`src/rtl/el2_pmp_chan_arbiter_pkg.sv`:
```
// Shared types for the PMP channel arbiter: the access-type packet carried to the
// el2_pmp channel, the arbiter FSM states and the round-robin index helper.
package el2_pmp_chan_arbiter_pkg;

    typedef struct packed {
        logic execute;
        logic read;
        logic write;
    } el2_pmp_type_pkt_t;

    typedef enum logic [1:0] {
        PMPA_IDLE  = 2'd0,
        PMPA_CHECK = 2'd1,
        PMPA_RESP  = 2'd2
    } el2_pmp_arb_state_e;

    localparam int PMPA_MAX_REQ = 8;

    // (base + offset) mod n, for base and offset both below n.
    function automatic int wrap_idx(input int base, input int offset, input int n);
        int s;
        s = base + offset;
        if (s >= n) begin
            s = s - n;
        end
        return s;
    endfunction

endpackage

```
`src/rtl/el2_pmp_rr_pick.sv`:
```
// Combinational round-robin picker: first set request at or above ptr, wrapping,
// returned as a one-hot grant plus its index.
module el2_pmp_rr_pick
    import el2_pmp_chan_arbiter_pkg::*;
#(
    parameter int N_REQ = 3,
    parameter int ID_W  = 2
) (
    input  logic [N_REQ-1:0] req,
    input  logic [ID_W-1:0]  ptr,
    output logic [N_REQ-1:0] gnt,
    output logic [ID_W-1:0]  id,
    output logic             any
);

    always_comb begin
        gnt = '0;
        id  = '0;
        any = 1'b0;
        // Outer loop is priority distance from ptr; inner loop finds that slot.
        for (int k = 0; k < N_REQ; k++) begin
            for (int i = 0; i < N_REQ; i++) begin
                if (!any && req[i] && (i == wrap_idx(int'(ptr), k, N_REQ))) begin
                    any    = 1'b1;
                    gnt[i] = 1'b1;
                    id     = ID_W'(i);
                end
            end
        end
    end

endmodule

```
`src/rtl/el2_pmp_chan_arbiter.sv`:
```
// Shares one el2_pmp check channel between N_REQ requesters, round-robin, with one
// check in flight: grant, drive the channel, register the verdict, hand it back.
module el2_pmp_chan_arbiter
    import el2_pmp_chan_arbiter_pkg::*;
#(
    parameter int N_REQ = 3,
    parameter int ID_W  = 2,
    parameter int CNT_W = 16
) (
    input  logic                           clk,
    input  logic                           rst,
    input  logic [N_REQ-1:0]               req_valid,
    output logic [N_REQ-1:0]               req_ready,
    input  logic [N_REQ-1:0][31:0]         req_addr,
    input  el2_pmp_type_pkt_t [N_REQ-1:0]  req_type,
    output logic                           rsp_valid,
    input  logic                           rsp_ready,
    output logic [ID_W-1:0]                rsp_id,
    output logic                           rsp_err,
    input  logic                           pmp_cfg_upd,
    output logic [31:0]                    pmp_chan_addr,
    output el2_pmp_type_pkt_t              pmp_chan_type,
    input  logic                           pmp_chan_err,
    output logic [CNT_W-1:0]               deny_cnt,
    input  logic                           deny_cnt_clr,
    output logic                           busy,
    output el2_pmp_arb_state_e             dbg_state
);

    // Handshakes: a request transfers on the cycle req_valid[i] & req_ready[i] are both
    // high; a verdict transfers on rsp_valid & rsp_ready. Valid never waits on ready.

    localparam logic [CNT_W-1:0] CNT_MAX = '1;

    el2_pmp_arb_state_e r_state;
    logic [ID_W-1:0]    r_rr_ptr;
    logic [31:0]        r_addr;
    el2_pmp_type_pkt_t  r_type;
    logic [ID_W-1:0]    r_id;
    logic               r_rsp_valid;
    logic               r_rsp_err;
    logic [CNT_W-1:0]   r_deny_cnt;

    logic [N_REQ-1:0]   w_gnt;
    logic [ID_W-1:0]    w_gnt_id;
    logic               w_any;
    logic               w_grant;
    logic [31:0]        w_sel_addr;
    el2_pmp_type_pkt_t  w_sel_type;
    logic               w_rsp_hs;

    el2_pmp_rr_pick #(
        .N_REQ (N_REQ),
        .ID_W  (ID_W)
    ) u_pick (
        .req (req_valid),
        .ptr (r_rr_ptr),
        .gnt (w_gnt),
        .id  (w_gnt_id),
        .any (w_any)
    );

    assign w_grant   = (r_state == PMPA_IDLE) && w_any;
    assign req_ready = (w_grant && !rst) ? w_gnt : '0;
    assign w_rsp_hs  = r_rsp_valid && rsp_ready;

    always_comb begin
        w_sel_addr = '0;
        w_sel_type = '0;
        for (int i = 0; i < N_REQ; i++) begin
            if (w_gnt[i]) begin
                w_sel_addr = req_addr[i];
                w_sel_type = req_type[i];
            end
        end
    end

    always_ff @(posedge clk) begin
        if (rst) begin
            r_state     <= PMPA_IDLE;
            r_rr_ptr    <= '0;
            r_addr      <= '0;
            r_type      <= '0;
            r_id        <= '0;
            r_rsp_valid <= 1'b0;
            r_rsp_err   <= 1'b0;
        end else begin
            case (r_state)
                PMPA_IDLE: begin
                    if (w_grant) begin
                        r_addr   <= w_sel_addr;
                        r_type   <= w_sel_type;
                        r_id     <= w_gnt_id;
                        r_rr_ptr <= (w_gnt_id == ID_W'(N_REQ - 1)) ? '0 : w_gnt_id + ID_W'(1);
                        r_state  <= PMPA_CHECK;
                    end
                end
                PMPA_CHECK: begin
                    // A config write this cycle may race the channel result; re-check.
                    if (!pmp_cfg_upd) begin
                        r_rsp_err   <= pmp_chan_err;
                        r_rsp_valid <= 1'b1;
                        r_state     <= PMPA_RESP;
                    end
                end
                PMPA_RESP: begin
                    if (rsp_ready) begin
                        r_rsp_valid <= 1'b0;
                        r_state     <= PMPA_IDLE;
                    end
                end
                default: begin
                    r_rsp_valid <= 1'b0;
                    r_state     <= PMPA_IDLE;
                end
            endcase
        end
    end

    always_ff @(posedge clk) begin
        if (rst || deny_cnt_clr) begin
            r_deny_cnt <= '0;
        end else if (w_rsp_hs && r_rsp_err && (r_deny_cnt != CNT_MAX)) begin
            r_deny_cnt <= r_deny_cnt + CNT_W'(1);
        end
    end

    assign rsp_valid     = r_rsp_valid;
    assign rsp_id        = r_id;
    assign rsp_err       = r_rsp_err;
    assign pmp_chan_addr = r_addr;
    assign pmp_chan_type = r_type;
    assign deny_cnt      = r_deny_cnt;
    assign busy          = (r_state != PMPA_IDLE);
    assign dbg_state     = r_state;

endmodule

```
`config.mk`:
```
export PLATFORM = sky130hd
export DESIGN_NAME = el2_pmp_chan_arbiter
export DESIGN_NICKNAME = d
export VERILOG_FILES = /design/src/rtl/el2_pmp_chan_arbiter_pkg.sv /design/src/rtl/el2_pmp_rr_pick.sv /design/src/rtl/el2_pmp_chan_arbiter.sv
export SDC_FILE = /design/constraint.sdc
export NUM_CORES = 1
export LEC_CHECK = 0
export ABC_AREA = 0
export CAP_MARGIN = 5
export CORE_UTILIZATION = 37
export DETAILED_ROUTE_END_ITERATION = 12
export HOLD_SLACK_MARGIN = 0.12
export PLACE_DENSITY = 0.74
export SETUP_SLACK_MARGIN = 0.5
export SYNTH_ARGS = -nofsm -noshare
export SYNTH_HDL_FRONTEND = slang
export SYNTH_SLANG_ARGS = --single-unit
```
`constraint.sdc`:
```
create_clock -name clk -period 2 [get_ports clk]
set_input_delay 0.2 -clock clk [delete_from_list [all_inputs] [get_ports clk]]
set_output_delay 0.2 -clock clk [all_outputs]
set_load 0.01 [all_outputs]
```
==> run metrics, run 1 <==
LEAKAGE 2.52 nW; DRT antenna net count 0; layout cell share with drive strength beyond 1 34.1%; Final Cycle Share 101%; worst-margin pin slew 450 ps; first drt pass iteration count 4; Post-Syn Nets 472; width of the die 99.5 um; fin area 6840 um^2; Avg Vias per Cell 5.55; I/O Pins 175; synth cell count leaders dfxtp_1, o21ai_0, nand3b_1; Via Count 3889; CP startpoint r_rr_ptr[0]$_SDFFE_PP0P_; worst reg2reg setup slack 0 ps; DP Area 5450 um^2; Std-Cell Core Area 9240 um^2; Finish-stage setup viols 3; Hold Vio Cnt, Final 0; final non-filler cell total 701; HPWL Detailed 7.45 mm; wire per inst 19.7 um; largest net degree at the start of global routing 39; Hold Path Class in -> reg; Hold Path Stages 2; number of synthesized flops with an enable pin 0; Final Util 74.0%; Hold Worst Slack 414 ps; grt ovf 0; top-area cell type share of the netlist area 33.6%; sequential-to-total area share from yosys stat 33.6%; Worst Setup End Kind output pin; status finished with violations; Yosys reg bits 59; DR DRC count 0; Tot GR Track Use 25.0%; clk buf depth 2; Yosys cell types 54; Area growth syn-to-layout 94.4%; r2r startpoint r_rr_ptr[0]$_SDFFE_PP0P_; Post-Syn Instances 355; die area 9900 um^2; global-route wire length before repair 19.1 mm; Worst VDD drop 552 uV; crit path capture req_ready[1]; TritonCTS Buffers 9; post-synthesis cell area 3520 um^2; pwr/cell area 1220 nW/um^2; CP arrival 1820 ps; Crit Reg-Reg Endpoint pmp_chan_addr[21]$_SDFFE_PP0P_; setup TNS -38.7 ps; CTS Sinks 59; n_diodes 0; cells on worst reg2reg path 11; Port Buf Inserts 174; Die H 99.5 um; PnR worst setup slack -24.0 ps; fmax 494 MHz; root buffer cell clkbuf_8; # Max-Cap Violations 0; Fillers 641; worst-path fanout max 3; Worst-path clk slew 70 ps; Crit-path slowest cell dfxtp_2; vias in the first global route 3646; Setup Skew 11.3 ps; Placed Cells 647; Syn Area/Cell 9.91 um^2; WP data required 1800 ps; top-count cell post-synth dfxtp_1; RSZ-0062 raised after global routing true; Most used DFF post-synth dfxtp_1; Worst-Skew Late Latency 340 ps; normalized max-slew margin 70.0%; area leader, netlist dfxtp_1; Critical Path Source Type flop; Synth warnings 0; row count 35; nets@finish 684; GP Congestion 0.870; Max Slew Vio Count 0; crit path kind reg -> out; starting density of the core 38.1%; max incr delay on CP 350 ps; min Tclk post-route 2020 ps; failing checks negative setup slack; CTS tree yes; ys async rst share 0%; top post-synthesis cells by area dfxtp_1, a221oi_2, o31ai_2, nand3b_1, o21ai_0; initial antenna violation count 0; CP cell instances inv_2, ha_4, nor2_2, a211o_1, a21oi_4, nor3b_4, buf_2; Total Wirelength 13.8 mm; Initial DRC Count 159; H-tree levels 3
## kinds of logic after synthesis
kind of cell	Yosys count	share of synthesized area, %
and+or+nand+nor	111	19.7
adders and majority gates	3	1.07
AOI/OAI and AO/OA	130	35.3
muxes	2	0.569
buffers and inverters	38	6.83
DFF	59	33.6
xor gates and xnor gates	12	2.99
## worst max-delay path, delay by kind of cell (launching register included)
family / cells / cell delay (ps)
flops: 1 / 350
simple gates: 2 / 240
compound gates: 2 / 430
buf+inv: 2 / 210
fa+ha+maj: 1 / 270
## sequential cells by signal, indices dropped and copies added, names as in the netlist
name and count:
pmp_chan_addr 32, deny_cnt 16, pmp_chan_type 3, dbg_state 2
r_rr_ptr 2, rsp_id 2, rsp_err 1, rsp_valid 1
## metal layers
layer | global-route usage, % | share of wire [%]
met2 | 43.4 | 49
met4 | 9.62 | 3.2
met3 | 5.69 | 7.0
met1 | 30.1 | 41
met5 | 0 | 0
## area by class of cell
| cell class | instances | area (um^2) | share of cell area [%] |
|---|---|---|---|
| multi-input cells | 262 | 2650 | 38.7 |
| repair buffers | 232 | 2570 | 37.6 |
| flip-flops and latches | 59 | 1210 | 17.7 |
| well taps | 129 | 161 | 2.36 |
| clock buffers | 11 | 141 | 2.07 |
| clock inverters | 5 | 100 | 1.46 |
| inverters | 3 | 11.3 | 0.165 |
## how the worst min path moves through the flow
| stage | startpoint | endpoint | slack (ps) |
|---|---|---|---|
| after detailed placement | r_rr_ptr[0]$_SDFFE_PP0P_ | r_rr_ptr[0]$_SDFFE_PP0P_ | 470 |
| final | rst | pmp_chan_addr[5]$_SDFFE_PP0P_ | 410 |
| after global routing | rst | pmp_chan_addr[5]$_SDFFE_PP0P_ | 430 |
| after floorplan | pmp_chan_err | rsp_err$_SDFFE_PP0P_ | 350 |
| after global placement | r_rr_ptr[0]$_SDFFE_PP0P_ | r_rr_ptr[0]$_SDFFE_PP0P_ | 460 |
| after CTS | rst | pmp_chan_addr[22]$_SDFFE_PP0P_ | 410 |
## where the power goes
part	leakage (nW)	switching (mW)	internal, mW
Combinational	1.91	2.52	2.76
Clock	0.123	0.485	0.859
Sequential	0.490	0.202	1.54
## through the flow
step	setup slack, ps	power [mW]
after global routing	-70.4	8.76
after detailed placement	-142	5.34
final	-24.0	8.36
after global placement	-118	5.26
after floorplan	225	3.96
after CTS	-43.5	7.64
## layout by cell type (no fill, tap or decap), drive strengths merged, types with 5 or more instances in the layout
cell type / synthesis / layout
clkdlybuf4s50: 0 / 159
dfxtp: 59 / 59
buf: 21 / 58
o21ai: 41 / 41
nand3b: 35 / 35
o31ai: 35 / 35
a221oi: 35 / 35
nor2: 24 / 25
clkbuf: 14 / 15
nand2: 12 / 12
xor2: 9 / 9
a21oi: 9 / 9
nor3: 6 / 6
and2: 4 / 6
nand4: 5 / 6
dlygate4sd2: 0 / 5
dlymetal6s2s: 0 / 5
and3: 5 / 5
## timing repair
item	in CTS	in global routing
gates cloned	9	6
setup buffers	7	16
endpoints found under the setup margin	67	63
gates resized for setup	73	63
hold buffers	0	0
pin swaps	10	39
Power figures use the tool's default switching activity.
==> run 2, diff against run 1 <==
Settings changed: CTS_CLUSTER_DIAMETER from default to 30.
==> results of run 2 <==
Same layout as run 1: the final DEF is identical, and so are final timing and power.
==> RTL change 1 (config.mk and constraints of run 1) <==
`N_REQ` is set to 3 in 2 places; all go to 5.
--- a/src/rtl/el2_pmp_rr_pick.sv
+++ b/src/rtl/el2_pmp_rr_pick.sv
@@ -5,3 +5,3 @@
 #(
-    parameter int N_REQ = 3,
+    parameter int N_REQ = 5,
     parameter int ID_W  = 2
--- a/src/rtl/el2_pmp_chan_arbiter.sv
+++ b/src/rtl/el2_pmp_chan_arbiter.sv
@@ -5,3 +5,3 @@
 #(
-    parameter int N_REQ = 3,
+    parameter int N_REQ = 5,
     parameter int ID_W  = 2,
Ports: changed (resized req_addr, req_ready, req_type and req_valid); port bits go from 175 to 249. No check against the original RTL was run, so the function may have changed too.
==> RTL change 1 against run 1 <==
The run still ends with setup timing left; fmax decreased by 32%; area after synthesis increased by 35%; cell area increased by 37%; via count increased by 84%; sequential share of layout area decreased by 4.8 points; wire length increased by 81%; cell count increased by 70%; synthesized cell count increased by 95%; worst setup slack got worse by 0.93 ns; power increased by 17%; sequential cell count unchanged; critical endpoint is now pmp_chan_addr[6]; largest cell class is now non-clock buffers.
==> RTL change 1: results (changes against run 1) <==
layout:
  largest_register_ffs: 32  # unchanged
  design.final.nets: 1212  # +77%
  post_route_cells_drive_above_1_share_pct: 23.6  # -11 points
  n_antenna_cell: 0  # unchanged
global_routing:
  global_route_wire_length_before_repair_um: 36000  # +88%
  grt_start_max_net_pins: 41  # +5.1%
  grt_use_total_pct: 35.4  # +10 points
  vias_in_the_first_global_route: 6935  # +90%
  grt_antenna_before_repair: 0  # unchanged
clock_network:
  clock_latency_ns: 0.34  # about the same
  cts-buffers-inserted: 9  # unchanged
  cts.path.max_buffers: 2  # unchanged
  worst_path_clk_slew_ns: 0.05  # -0.02 ns
  cts-htree-levels: 3  # unchanged
  cts_root_buf: "clkbuf_16"
place:
  place_hpwl_um: 15800  # +110%
  routabilityCongestion: 0.915  # +5.1%
  placement.setup.worst_slack_ns: -0.949  # -0.807 ns
  port_buffers: 248  # +43%
synth:
  synth_warnings: 0  # unchanged
  ys_top_cells_by_count: "91 x nand2_1, 63 x nor2_1, 62 x clkbuf_1, 59 x dfxtp_1, 48 x nand3_1"
  async_reset_ff_share_pct: 0  # unchanged
  synth_seq_area_share_pct: 24.8  # -8.7 points
  mappedNetlistNets: 889  # +88%
  yosys-top-cells-area: "dfxtp_1 25%, nand2_1 7.2%, o2111ai_1 6.8%"
  synth_cell_types: 48  # -11%
power_and_ir_drop:
  p_leak_uw: 0.00377  # +49%
  max-vdd-ir-drop_mv: 0.578  # +4.9%
sta:
  worst_clock_skew_ns: 0.00961  # -0.00171 ns
  setup-tns-final_ns: -39.22  # -39.18 ns
  worstMarginPinSlew_ns: 0.464  # +0.0140 ns
  post-route-worst-setup-slack_ns: -0.958  # -0.934 ns
  setup_viol: 45  # +42
routing:
  avgViaCountPerCell: 6.01  # +8.3%
  detail_route.first_pass.iterations: 5  # +1
  drt_iter0_markers: 549  # +250%
  routed_wirelength_um: 25000  # +81%
hold_path:
  type_of_the_worst_min_delay_path: "reg -> reg"
run_status:
  violated_checks: "setup timing"
  status: "complete, but fails checks"
worst_setup_path:
  crit_path_max_fo: 9  # +6
==> RTL change 1: what timing repair did <==
action	4_1_cts	5_1_grt
pin swaps	26	20
hold buffers	0	0
resized for setup	89	47
buffers inserted	32	9
endpoints found under the setup margin	67	67
gates cloned	7	3
==> RTL change 1: path summary, 6_finish.rpt <==
path | end | slack (ns) | start | depth (start not counted)
worst max register to register | pmp_chan_addr[6] | -0.96 | r_rr_ptr[1] | 19
worst min-delay path | pmp_chan_type[2] | 0.49 | pmp_chan_type[2] | 2
worst min register to register | pmp_chan_type[2] | 0.49 | pmp_chan_type[2] | 2
worst max-delay path | pmp_chan_addr[6] | -0.96 | r_rr_ptr[1] | 19
==> RTL change 1: logic make-up after synthesis <==
family                   Yosys count  share of synthesized area, %
multiplexers                       1                         0.210
flip-flops                        59                          24.8
AND/OR/NAND/NOR                  281                          27.9
AO/OA/AOI/OAI                    216                          32.3
XOR/XNOR                          15                          2.76
adder cells (fa/ha/maj)            9                          2.37
buffers and inverters            113                          9.60
==> RTL change 1: area by class of cell <==
cell class | count | area (um^2)
well taps | 172 | 215
repair buffers | 385 | 3900
clock inverters | 3 | 42.5
flip-flops and latches | 59 | 1210
clock buffers | 13 | 282
multi-input cells | 522 | 3580
inverters | 40 | 160
fillers | 916 | 3180
==> RTL change 1: layer usage <==
metal  wire length (um)  vias to the layer above  GRT usage, %
met3               2490                       98          11.2
met4               1250                        0          19.7
li1                   -                     3222             -
met2              12300                      425          60.8
met1               8980                     3429          38.6
met5                  0                        -             0
==> RTL change 1: worst max-delay path: stages (launching register included) <==
cell	delay [ns]
dfxtp_4	0.38
inv_6	0.08
ha_4	0.15
buf_6	0.10
a222oi_1	0.06
buf_4	0.16
buf_6	0.11
buf_6	0.10
buf_6	0.10
buf_6	0.10
buf_6	0.10
buf_6	0.10
buf_6	0.10
nand2_4	0.06
a21oi_4	0.05
buf_6	0.13
or4_4	0.48
buf_12	0.18
buf_16	0.14
o211ai_1	0.17
==> RTL change 1: through the flow <==
step	instance area, um^2	power [uW]	instances
final	9390	9820	1194
after global routing	9390	10200	1194
after CTS	9070	9180	1182
after detailed placement	8130	6700	1127
after global placement	8130	6650	1127
after floorplan	5030	4140	694
==> RTL change 1: power by group <==
part	total [uW]	internal (uW)	leakage, uW	switching [uW]
Clock	1690	1110	0.000157	585
Combinational	6390	3300	0.00312	3090
Sequential	1750	1520	0.000489	229
Total	9820	5920	0.00377	3900
==> RTL change 2 (config.mk and constraints of run 1) <==
Without the edit above. Register the output `deny_cnt` once more, without a reset; this adds one clock of latency there. The other outputs are not delayed to match.
--- a/src/rtl/el2_pmp_chan_arbiter.sv
+++ b/src/rtl/el2_pmp_chan_arbiter.sv
@@ -132,3 +132,5 @@
     assign pmp_chan_type = r_type;
-    assign deny_cnt      = r_deny_cnt;
+    always_ff @(posedge clk) begin
+        deny_cnt <= r_deny_cnt;
+    end
     assign busy          = (r_state != PMPA_IDLE);
Formal check against the unedited RTL: not equivalent (a bounded check fails within 4 cycles, from zero or initial values and one cycle with rst high).
==> RTL change 2 against run 1 <==
The flow still finishes with violations (setup timing); cell area shrank 3.6%; critical path depth grew 1; power shrank 6.8%; area after synthesis shrank 4.3%; wire length shrank 6.0%; sequential cell count grew 16; worst setup slack lost 0.070 ns; utilization grew 1.2 points; critical endpoint is now req_ready[0].
==> RTL change 2: results (changes against run 1) <==
synth:
  synth_xor_xnor_area_share_pct: 3.38  # +0.39 points
  avgSynthCellArea_um2: 9.10  # -8.2%
  synth_compound_area_share_pct: 26.3  # -9.0 points
  synth_seq_area_share_pct: 44.6  # +11 points
  mappedNetlistNets: 487  # +3.2%
  yosys-mux-area-fraction_pct: 0.892  # +0.32 points
  ys_top_cells_by_count: "75 x dfxtp_1, 37 x o21ai_0, 36 x o31ai_1, 35 x a221oi_1, 35 x nand3b_1"
worst_setup_path:
  worst_path_max_delay_cell: "or3_4"
  timing.rr.end: "r_rr_ptr[0]"
  worst_ep_arrival_time_ns: 1.89  # +0.07 ns
  worst-r2r-setup-slack_ns: -0.07  # -0.07 ns
  worst-r2r-cell-count: 10  # -1
  crit_path_max_fo: 4  # +1
  critical_path.max_stage_delay_ns: 0.39  # +0.04 ns
run_status:
  status: "complete, but fails checks"
  violated_checks: "setup timing"
routing:
  detailroute.wirelength.met2_um: 6680  # -1.0%
  drt-met1-wl_um: 5260  # -6.4%
  met3WireLength_um: 942  # -1.8%
  routed_wirelength_um: 12900  # -6.0%
global_routing:
  global_route_wire_length_before_repair_um: 19700  # +3.1%
  globalRouteMet3Util_pct: 7.12  # +1.4 points
  grt_use_met1_pct: 30.1  # about the same
  globalRouteMet2Util_pct: 46.2  # +2.8 points
  grt_use_total_pct: 26.0  # +0.94 points
power_and_ir_drop:
  clockPowerShare_pct: 16.4  # +0.3 points
  p_int_uw: 4900  # -5.1%
  share_comb_of_total_power_pct: 57.7  # -5.4 points
  max-vdd-ir-drop_mv: 0.711  # +29%
  power.share.switching_pct: 37.2  # -1.1 points
place:
  routabilityCongestion: 0.875  # +0.56%
  place_area_um2: 5590  # +2.6%
  placement.setup.worst_slack_ns: -0.190  # -0.0481 ns
  place_hpwl_um: 7980  # +7.2%
layout:
  post_route_cells_drive_above_1_share_pct: 28.8  # -5.3 points
  stdcell_count: 685  # -2.3%
sta:
  worst_clock_skew_ns: 0.0102  # -0.00111 ns
  setup_viol: 7  # +4
  post-route-worst-setup-slack_ns: -0.0939  # -0.0699 ns
clock_network:
  worst_path_clk_slew_ns: 0.09  # +0.02 ns
-- RTL change 2: cell count changes after synthesis, sizes merged, moves of 3 or more --
cell    before  now
dfxtp       59   75
clkbuf      14   27
buf         21    9
and2         4    0
nand3        3    7
a211oi       3    0
and3         5    2
nor2b        3    0
-- RTL change 2: final cells by class --
cell class	instances	area (um^2)
Clock buffer	9	124
Clock inverter	6	91.3
Fill cell	572	2170
Inverter	5	18.8
Multi-Input combinational cell	255	2300
Sequential cell	75	1540
Tap cell	108	135
Timing Repair Buffer	227	2390
-- RTL change 2: timing repair --
item	in CTS	in global routing
gates resized for setup	65	51
pin swaps	22	27
setup buffers	12	10
cloned	7	0
endpoints found under the setup margin	63	63
-- RTL change 2: worst min-delay path by stage --
stage / end / slack (ns) / cells past startpoint
after floorplan: rsp_err / 0.35 / 2
after global routing: dbg_state[1] / 0.25 / 2
after global placement: deny_cnt[15] / 0.37 / 0
final: dbg_state[1] / 0.24 / 2
after detailed placement: deny_cnt[15] / 0.36 / 0
after CTS: rsp_err / 0.23 / 2
